`src/rtl/indication_pipe_arb.sv`:
```
// Arbitrates the shared indication output pipe between the M2P indication stream and the
// printf forward stream, using a FIFO per source and weighted round-robin selection.
module indication_pipe_arb #(
  parameter int unsigned DATA_WIDTH = 128,
  parameter int unsigned DEPTH      = 4,
  parameter int unsigned FWD_WEIGHT = 2
) (
  input  logic                  clk_i,
  input  logic                  rst_i,
  input  logic                  in_enq_ena_i,
  input  logic [DATA_WIDTH-1:0] in_enq_v_i,
  output logic                  in_enq_rdy_o,
  input  logic                  forward_enq_ena_i,
  input  logic [DATA_WIDTH-1:0] forward_enq_v_i,
  output logic                  forward_enq_rdy_o,
  output logic                  out_enq_ena_o,
  output logic [DATA_WIDTH-1:0] out_enq_v_o,
  input  logic                  out_enq_rdy_i,
  output logic [15:0]           stat_in_count_o,
  output logic [15:0]           stat_fwd_count_o
);

  localparam int unsigned PtrW   = (DEPTH > 1) ? $clog2(DEPTH) : 1;
  localparam int unsigned CntW   = $clog2(DEPTH + 1);
  localparam int unsigned BurstW = $clog2(FWD_WEIGHT + 1);

  typedef enum logic {SrcIn, SrcFwd} src_e;

  logic [DATA_WIDTH-1:0] in_mem_q  [DEPTH];
  logic [DATA_WIDTH-1:0] fwd_mem_q [DEPTH];
  logic [PtrW-1:0]       in_wptr_q, in_rptr_q, fwd_wptr_q, fwd_rptr_q;
  logic [PtrW-1:0]       in_wptr_d, in_rptr_d, fwd_wptr_d, fwd_rptr_d;
  logic [CntW-1:0]       in_cnt_q, in_cnt_d, fwd_cnt_q, fwd_cnt_d;
  src_e                  last_q, last_d;
  logic [BurstW-1:0]     burst_q, burst_d;
  logic [15:0]           in_stat_q, in_stat_d, fwd_stat_q, fwd_stat_d;

  logic in_ne, fwd_ne, in_push, fwd_push, in_pop, fwd_pop, sel_fwd, xfer;

  // RDY comes from registered counts only, so no enqueue input can reach an output.
  always_comb begin
    in_ne             = (in_cnt_q != '0);
    fwd_ne            = (fwd_cnt_q != '0);
    in_enq_rdy_o      = ~rst_i & (in_cnt_q != CntW'(DEPTH));
    forward_enq_rdy_o = ~rst_i & (fwd_cnt_q != CntW'(DEPTH));
    in_push           = in_enq_ena_i & in_enq_rdy_o;
    fwd_push          = forward_enq_ena_i & forward_enq_rdy_o;

    sel_fwd = fwd_ne & (~in_ne | (last_q == SrcIn) | (burst_q < BurstW'(FWD_WEIGHT)));
    xfer    = ~rst_i & out_enq_rdy_i & (in_ne | fwd_ne);
    fwd_pop = xfer & sel_fwd;
    in_pop  = xfer & ~sel_fwd;

    out_enq_ena_o    = xfer;
    out_enq_v_o      = sel_fwd ? fwd_mem_q[fwd_rptr_q] : in_mem_q[in_rptr_q];
    stat_in_count_o  = in_stat_q;
    stat_fwd_count_o = fwd_stat_q;
  end

  always_comb begin
    in_wptr_d  = in_push  ? in_wptr_q + PtrW'(1)  : in_wptr_q;
    in_rptr_d  = in_pop   ? in_rptr_q + PtrW'(1)  : in_rptr_q;
    fwd_wptr_d = fwd_push ? fwd_wptr_q + PtrW'(1) : fwd_wptr_q;
    fwd_rptr_d = fwd_pop  ? fwd_rptr_q + PtrW'(1) : fwd_rptr_q;

    in_cnt_d = in_cnt_q;
    if (in_push && !in_pop)      in_cnt_d = in_cnt_q + CntW'(1);
    else if (!in_push && in_pop) in_cnt_d = in_cnt_q - CntW'(1);

    fwd_cnt_d = fwd_cnt_q;
    if (fwd_push && !fwd_pop)      fwd_cnt_d = fwd_cnt_q + CntW'(1);
    else if (!fwd_push && fwd_pop) fwd_cnt_d = fwd_cnt_q - CntW'(1);

    last_d     = last_q;
    burst_d    = burst_q;
    in_stat_d  = in_stat_q;
    fwd_stat_d = fwd_stat_q;
    if (fwd_pop) begin
      last_d     = SrcFwd;
      fwd_stat_d = fwd_stat_q + 16'd1;
      if (last_q != SrcFwd)                   burst_d = BurstW'(1);
      else if (burst_q < BurstW'(FWD_WEIGHT)) burst_d = burst_q + BurstW'(1);
    end else if (in_pop) begin
      last_d    = SrcIn;
      burst_d   = '0;
      in_stat_d = in_stat_q + 16'd1;
    end
  end

  // Storage needs no reset; the counts alone decide what is valid.
  always_ff @(posedge clk_i) begin
    if (in_push)  in_mem_q[in_wptr_q]   <= in_enq_v_i;
    if (fwd_push) fwd_mem_q[fwd_wptr_q] <= forward_enq_v_i;
  end

  always_ff @(posedge clk_i) begin
    if (rst_i) begin
      in_wptr_q  <= '0;
      in_rptr_q  <= '0;
      fwd_wptr_q <= '0;
      fwd_rptr_q <= '0;
      in_cnt_q   <= '0;
      fwd_cnt_q  <= '0;
      last_q     <= SrcIn;
      burst_q    <= '0;
      in_stat_q  <= '0;
      fwd_stat_q <= '0;
    end else begin
      in_wptr_q  <= in_wptr_d;
      in_rptr_q  <= in_rptr_d;
      fwd_wptr_q <= fwd_wptr_d;
      fwd_rptr_q <= fwd_rptr_d;
      in_cnt_q   <= in_cnt_d;
      fwd_cnt_q  <= fwd_cnt_d;
      last_q     <= last_d;
      burst_q    <= burst_d;
      in_stat_q  <= in_stat_d;
      fwd_stat_q <= fwd_stat_d;
    end
  end

endmodule

```
`config.mk`:
```
export PLATFORM = sky130hd
export DESIGN_NAME = indication_pipe_arb
export DESIGN_NICKNAME = d
export VERILOG_FILES = /design/src/rtl/indication_pipe_arb.sv
export SDC_FILE = /design/constraint.sdc
export NUM_CORES = 1
export LEC_CHECK = 0
export CAP_MARGIN = 20
export CORE_MARGIN = 2
export CORE_UTILIZATION = 40
export DETAILED_ROUTE_END_ITERATION = 12
export SYNTH_ARGS = -nofsm -noshare
export SYNTH_HDL_FRONTEND = slang
export SYNTH_SLANG_ARGS = --single-unit
```
`constraint.sdc`:
```
create_clock -name clk_i -period 6.3 [get_ports clk_i]
set_input_delay 1.26 -clock clk_i [delete_from_list [all_inputs] [get_ports clk_i]]
set_output_delay 1.26 -clock clk_i [all_outputs]
set_load 0.05 [all_outputs]
```
==> impl_metrics.json, run 1 <==
{
  "fin_nets": 2535,
  "setup_tns_ps": 0,
  "path_class": "flop to output port",
  "fin_skew_ps": 35.3,
  "setup_viol": 0,
  "synth_cell_types": 42,
  "regToRegStartpoint": "fwd_cnt_q[0]$_SDFFE_PP0P_",
  "worst_ep_required_time_ps": 5040,
  "synthXorXnorAreaFrac_pct": 0.300,
  "htreeDepth": 3,
  "grt_pass1_vias": 20800,
  "startpoint_type": "flop",
  "p_clk_share_pct": 29.2,
  "crit_path_end_kind": "output port",
  "use_met1_pct": 21.3,
  "drc": 0,
  "wirelength_um": 91800,
  "power.share.switching_pct": 31.8,
  "slew_headroom_pct": 28.7,
  "power_density_mw_per_mm2": 420,
  "cts_setup_buffers": 0,
  "drv_cap": 0,
  "grt_most_used_layer": "met2",
  "cts_tree": "yes",
  "die_w_um": 324,
  "core_sq_mm": 0.102,
  "grtUsageMet2_pct": 29.7,
  "ys_warn_count": 0,
  "synth-simple-area-share_pct": 1.56,
  "max_clock_freq_mhz": 199,
  "vdd_drop_max_mv": 0.297,
  "layout-drive-gt1-share_pct": 24.7,
  "hold_path_startpoint": "in_rptr_q[1]$_SDFFE_PP0P_",
  "whs_path_depth": 2,
  "hpwl_um": 55400,
  "tightest_slew_ps": 1070,
  "nFillCells": 8216,
  "rows": 117,
  "muxShareOfSynthArea_pct": 17.7,
  "io_pins": 424,
  "cp_data_arrival_time_ps": 3760,
  "reg2reg_to": "fwd_mem_q[3][102]$_DFFE_PP_",
  "synthCells": 1774,
  "ctsResizeCount": 0,
  "die_h_um": 324,
  "period_share_pct": 79.7,
  "cts_hold_buf": 0,
  "p_leak_nw": 15.5,
  "ys_ff_latch": 1077,
  "p_comb_share_pct": 30.9,
  "die_area_sq_mm": 0.105,
  "reg2reg_depth": 4,
  "status": "finished clean",
  "period_needed_ps": 5020,
  "initial_utilization_pct": 40.2,
  "synth_area_sq_mm": 0.0409,
  "syn-num-nets": 2049,
  "critPathMaxFanout": 38,
  "grt_pass1_wl_um": 134000,
  "finalHoldViolCount": 0,
  "rsz0062_at_grt": "no",
  "seqPwrFrac_pct": 39.9,
  "first_pass_iters": 5,
  "power.switching_mw": 6.73,
  "port_buffers": 423,
  "antenna_left": 0,
  "area_delta_synth_final_pct": 23.4,
  "synth_top_family_by_area": "multiplexers",
  "clockBufferDepth": 3,
  "gp_congestion": 0.717,
  "root_buffer": "clkbuf_16",
  "path_clk_slew_ps": 60,
  "p_int_mw": 14.4,
  "synth_area_per_cell_sq_um": 23.0,
  "drv_slew": 0,
  "clkLatencyLatePin_ps": 690,
  "gr-usage-met3_pct": 5.06,
  "drt-vias-per-instance": 5.23,
  "whs_ps": 477,
  "routedWlPerCell_um": 24.6,
  "numCtsBuffers": 109,
  "drt_iter0_markers": 1350,
  "grt_max_degree": 77,
  "numClockSinks": 1077,
  "synth-adder-area-share_pct": 0.465,
  "grt_usage_pct": 17.4,
  "antenna_found_initial": 29,
  "vias": 19500,
  "yosysSeqAreaShare_pct": 77.8,
  "timing.reg2reg.setup_slack_ps": 3330,
  "synth_compound_area_share_pct": 1.17,
  "hold_class": "flop to flop",
  "overflow": 0
}
through the flow:
step | setup slack [ps] | util [%] | cells | cell area (sq um) | total power [mW]
5_1_grt | 997 | 49.6 | 3726 | 50400 | 22.0
2_1_floorplan | 989 | - | 1774 | 40900 | 13.0
3_3_place_gp | 1860 | 46.2 | 3517 | 47000 | 15.2
3_5_place_dp | 1860 | 46.2 | 3517 | 47000 | 15.3
6_report | 1280 | 49.6 | 3729 | 50400 | 21.2
4_1_cts | 1080 | 49.6 | 3718 | 50400 | 21.5
synth_stat cells, drive strengths merged:
cell type	n	area share, %
a211oi	4	0.098
a21oi	30	0.37
a22oi	1	0.018
a32o	1	0.024
and2	12	0.18
and2b	1	0.018
and3	2	0.031
and3b	1	0.021
and4	3	0.064
buf	41	0.47
clkbuf	40	0.37
dfxtp	53	2.6
edfxtp	1024	75
fa	2	0.098
ha	12	0.37
inv	14	0.13
mux2	128	3.5
mux2i	4	0.098
mux4	256	14
nand2	17	0.16
nand2b	2	0.031
nand3	12	0.15
nand4	9	0.14
nor2	22	0.20
nor2b	2	0.031
nor3	3	0.064
o2111ai	2	0.058
o211a	1	0.043
o21ai	14	0.17
o22ai	1	0.015
o311ai	1	0.064
o31ai	17	0.31
or3	13	0.20
or4	15	0.28
xnor2	5	0.11
xor2	9	0.19
critical path, cell delays in order, from the launching register on:
cell	delay, ps
dfxtp_4	950
buf_4	500
mux4_2	540
mux2_2	300
clkdlybuf4s50_1	720
power by group through the flow:
stage               Clock, mW  Sequential [mW]  Combinational (mW)
global route             6.64             8.50                6.85
detailed placement          0             8.63                6.63
finish                   6.18             8.46                6.54
floorplan                   0             8.52                4.52
global placement            0             8.60                6.62
CTS                      6.35             8.47                6.67
area by class of cell:
class / count / area (sq um) / share of cell area (%)
Antenna cell: 11 / 27.5 / 0.0546
Clock buffer: 143 / 2900 / 5.75
Clock inverter: 58 / 536 / 1.06
Inverter: 14 / 52.6 / 0.104
Multi-Input combinational cell: 602 / 8700 / 17.3
Sequential cell: 1077 / 31800 / 63.1
Tap cell: 1368 / 1710 / 3.39
Timing Repair Buffer: 456 / 4680 / 9.27
worst max-delay path by stage:
stage | cells after the start | to | slack [ps]
after floorplan | 3 | fwd_mem_q[1][0]$_DFFE_PP_ | 990
after global placement | 4 | out_enq_v_o[73] | 1860
after detailed placement | 4 | out_enq_v_o[69] | 1860
after CTS | 4 | out_enq_v_o[69] | 1080
after global routing | 4 | out_enq_v_o[73] | 1000
final | 4 | out_enq_v_o[73] | 1280
cell usage in the layout, fill, tap and decap left out, types with 11 or more instances in the layout:
master,count
ha_1,12
nor2_1,22
nand2_1,16
buf_12,16
clkinv_2,14
or3_1,13
clkbuf_1,32
inv_1,13
mux4_2,256
clkinv_1,26
mux2_2,128
o21ai_0,14
diode_2,11
nand3_1,12
or4_1,15
edfxtp_1,1024
dfxtp_1,49
buf_4,17
clkbuf_16,111
clkdlybuf4s50_1,422
o31ai_1,17
a21oi_1,30
cell families (layout without fill, tap and decap cells):
| logic type | count (synthesis) | count (layout) |
|---|---|---|
| adder cells (fa/ha/maj) | 14 | 14 |
| XOR/XNOR | 14 | 14 |
| other | 0 | 11 |
| multiplexers | 388 | 388 |
| buffers and inverters | 95 | 671 |
| flip-flops | 1077 | 1077 |
| AND/OR/NAND/NOR | 114 | 114 |
| AO/OA/AOI/OAI | 72 | 72 |
metal layers:
layer  part of all wire [%]  routed length, um  vias to the layer above
met5                   0.28                253                        -
met2                     52              47400                      479
met4                    2.3               2070                       40
li1                       -                  -                     8513
met3                    6.7               6140                      154
met1                     39              35900                    10300
registers in the layout, indices dropped and copies added (netlist names), named ones only:
signal	count
fwd_mem_q	512
last_q	1
fwd_wptr_q	2
in_wptr_q	2
burst_q	2
in_cnt_q	3
in_mem_q	512
stat_fwd_count_o	16
fwd_cnt_q	3
fwd_rptr_q	2
in_rptr_q	2
stat_in_count_o	16
No activity file was read; power rests on OpenSTA's default activity.
==> run 2: changes to the inputs <==
==> constraint.sdc (replaced) <==
create_clock -name clk_i -period 4.4 [get_ports clk_i]
set_input_delay 0.88 -clock clk_i [delete_from_list [all_inputs] [get_ports clk_i]]
set_output_delay 0.88 -clock clk_i [all_outputs]
set_load 0.05 [all_outputs]
==> impl_metrics.json, run 2 (same netlist as run 1, synthesis figures left out) <==
{
  "status": "finished clean",
  "worst_ep_required_time_ps": 3520,
  "seq_area_sq_mm": 0.0318,
  "whs_ps": 494,
  "grt_usage_pct": 18.3,
  "reg2reg_to": "in_cnt_q[2]$_SDFFE_PP0P_",
  "slew_headroom_pct": 46.9,
  "wl_met3_um": 5860,
  "htreeDepth": 3,
  "period_needed_ps": 4270,
  "power_density_mw_per_mm2": 599,
  "tightest_slew_ps": 797,
  "layout_common_cells": "edfxtp_1, clkdlybuf4s50_1, mux4_2",
  "power.switching_mw": 9.58,
  "drt-vias-per-instance": 5.18,
  "antenna_left": 0,
  "overflow": 0,
  "die_h_um": 324,
  "hold_path_startpoint": "stat_in_count_o[15]$_SDFFE_PP0P_",
  "startpoint_type": "flop",
  "grt_max_degree": 86,
  "met2WireLength_um": 50300,
  "regToRegStartpoint": "in_cnt_q[0]$_SDFFE_PP0P_",
  "layout-drive-gt1-share_pct": 25.7,
  "fin_skew_ps": 23.7,
  "drt_iter0_markers": 1381,
  "setup_tns_ps": 0,
  "multi_input_area_sq_mm": 0.00870,
  "path_clk_slew_ps": 60,
  "hold_class": "flop to flop",
  "p_int_mw": 20.9,
  "numClockSinks": 1077,
  "die_w_um": 324,
  "gp_congestion": 0.775,
  "rows": 117,
  "grt_pass1_wl_um": 139000,
  "vdd_drop_max_mv": 0.452,
  "root_buffer": "clkbuf_16",
  "hpwl_um": 60700,
  "p_leak_nw": 15.9,
  "holdPathEnd": "stat_in_count_o[15]$_SDFFE_PP0P_",
  "final_common_cell": "edfxtp_1",
  "initial_utilization_pct": 40.2,
  "p_comb_share_pct": 31.2,
  "wl_met1_um": 37600,
  "finalHoldViolCount": 0,
  "whs_path_depth": 2,
  "first_pass_iters": 5,
  "cts_tree": "yes",
  "cts_hold_buf": 0,
  "die_area_sq_mm": 0.105,
  "top_layer": "met5",
  "path_class": "flop to output port",
  "rsz0062_at_grt": "no",
  "wirelength_um": 95700,
  "routedWlPerCell_um": 25.5,
  "power.share.switching_pct": 31.4,
  "timing.reg2reg.setup_slack_ps": 1640,
  "cp_data_arrival_time_ps": 3390,
  "setup_viol": 0,
  "max_clock_freq_mhz": 234,
  "nFillCells": 8242,
  "area_delta_synth_final_pct": 24.4,
  "p_clk_share_pct": 29.4,
  "port_buffers": 423,
  "seqPwrFrac_pct": 39.4,
  "clkLatencyLatePin_ps": 670,
  "clockBufferDepth": 3,
  "drv_slew": 0,
  "drc": 0,
  "core_sq_mm": 0.102,
  "drv_cap": 0,
  "vias": 19400,
  "largest_registers": "fwd_mem_q x512, in_mem_q x512",
  "antenna_found_initial": 22,
  "reg2reg_depth": 8,
  "io_pins": 424,
  "fin_nets": 2553,
  "period_share_pct": 97.0,
  "critPathMaxFanout": 31,
  "grt_pass1_vias": 20600,
  "numCtsBuffers": 109,
  "crit_path_end_kind": "output port"
}
run 2: metal layers:
layer | up-vias | GRT usage (%)
met5 | - | 0
met4 | 32 | 4.39
met3 | 136 | 4.81
met2 | 471 | 32.1
met1 | 10200 | 22.6
li1 | 8536 | -
run 2: how the worst max path moves through the flow:
stage	start	to	slack, ps	depth (start not counted)
after global placement	fwd_cnt_q[2]$_SDFFE_PP0P_	out_enq_v_o[43]	780	5
after global routing	fwd_cnt_q[2]$_SDFFE_PP0P_	out_enq_v_o[84]	1	5
after CTS	fwd_cnt_q[2]$_SDFFE_PP0P_	out_enq_v_o[29]	70	5
final	fwd_cnt_q[2]$_SDFFE_PP0P_	out_enq_v_o[85]	130	5
after floorplan	rst_i	fwd_mem_q[0][0]$_DFFE_PP_	870	3
after detailed placement	fwd_cnt_q[2]$_SDFFE_PP0P_	out_enq_v_o[88]	690	5
run 2: power by group through the flow:
stage               Combinational, mW  Sequential (mW)  Clock, mW
floorplan                        6.48             12.2          0
global placement                 9.62             12.2          0
detailed placement               9.68             12.2          0
CTS                              9.73             12.0       9.18
global route                     10.0             12.1       9.56
finish                           9.52             12.0       8.95
run 2: cell type report:
| cell class | count | area share, % |
|---|---|---|
| diodes | 7 | 0.0344 |
| well taps | 1368 | 3.37 |
| inverters | 14 | 0.103 |
| clock buffers | 143 | 5.88 |
| flip-flops and latches | 1077 | 62.6 |
| multi-input cells | 602 | 17.1 |
| repair buffers | 474 | 9.93 |
| clock inverters | 61 | 0.987 |
run 2: through the flow:
stage	area (sq um)	util (%)	std cells	power, mW	setup slack, ps
6_report	50900	50.1	3746	30.5	133
5_1_grt	50900	50.1	3744	31.6	1.03
4_1_cts	50800	50.0	3739	30.9	65.5
3_5_place_dp	47300	46.6	3535	21.9	687
3_3_place_gp	47300	46.6	3535	21.8	778
2_1_floorplan	40900	-	1774	18.6	873
run 2: timing repair:
action	in CTS	in global routing
setup endpoints to repair	31	14
resized for setup	1	14
setup buffers	0	0
run 2: worst max-delay path, stage by stage (launching register included):
cell	delay, ps
dfxtp_1	380
or3_1	560
nand2_4	310
buf_6	350
mux2_2	380
clkdlybuf4s50_1	700
==> run 3: changes to the inputs <==
--- a/config.mk
+++ b/config.mk
@@ -9,6 +9,8 @@
 export CORE_MARGIN = 2
 export CORE_UTILIZATION = 40
 export DETAILED_ROUTE_END_ITERATION = 12
+export GPL_ROUTABILITY_DRIVEN = 1
+export SKIP_CTS_REPAIR_TIMING = 1
 export SYNTH_ARGS = -nofsm -noshare
 export SYNTH_HDL_FRONTEND = slang
 export SYNTH_SLANG_ARGS = --single-unit
==> results of run 3 <==
The final DEF is identical to that of run 2; final timing and power are the same.
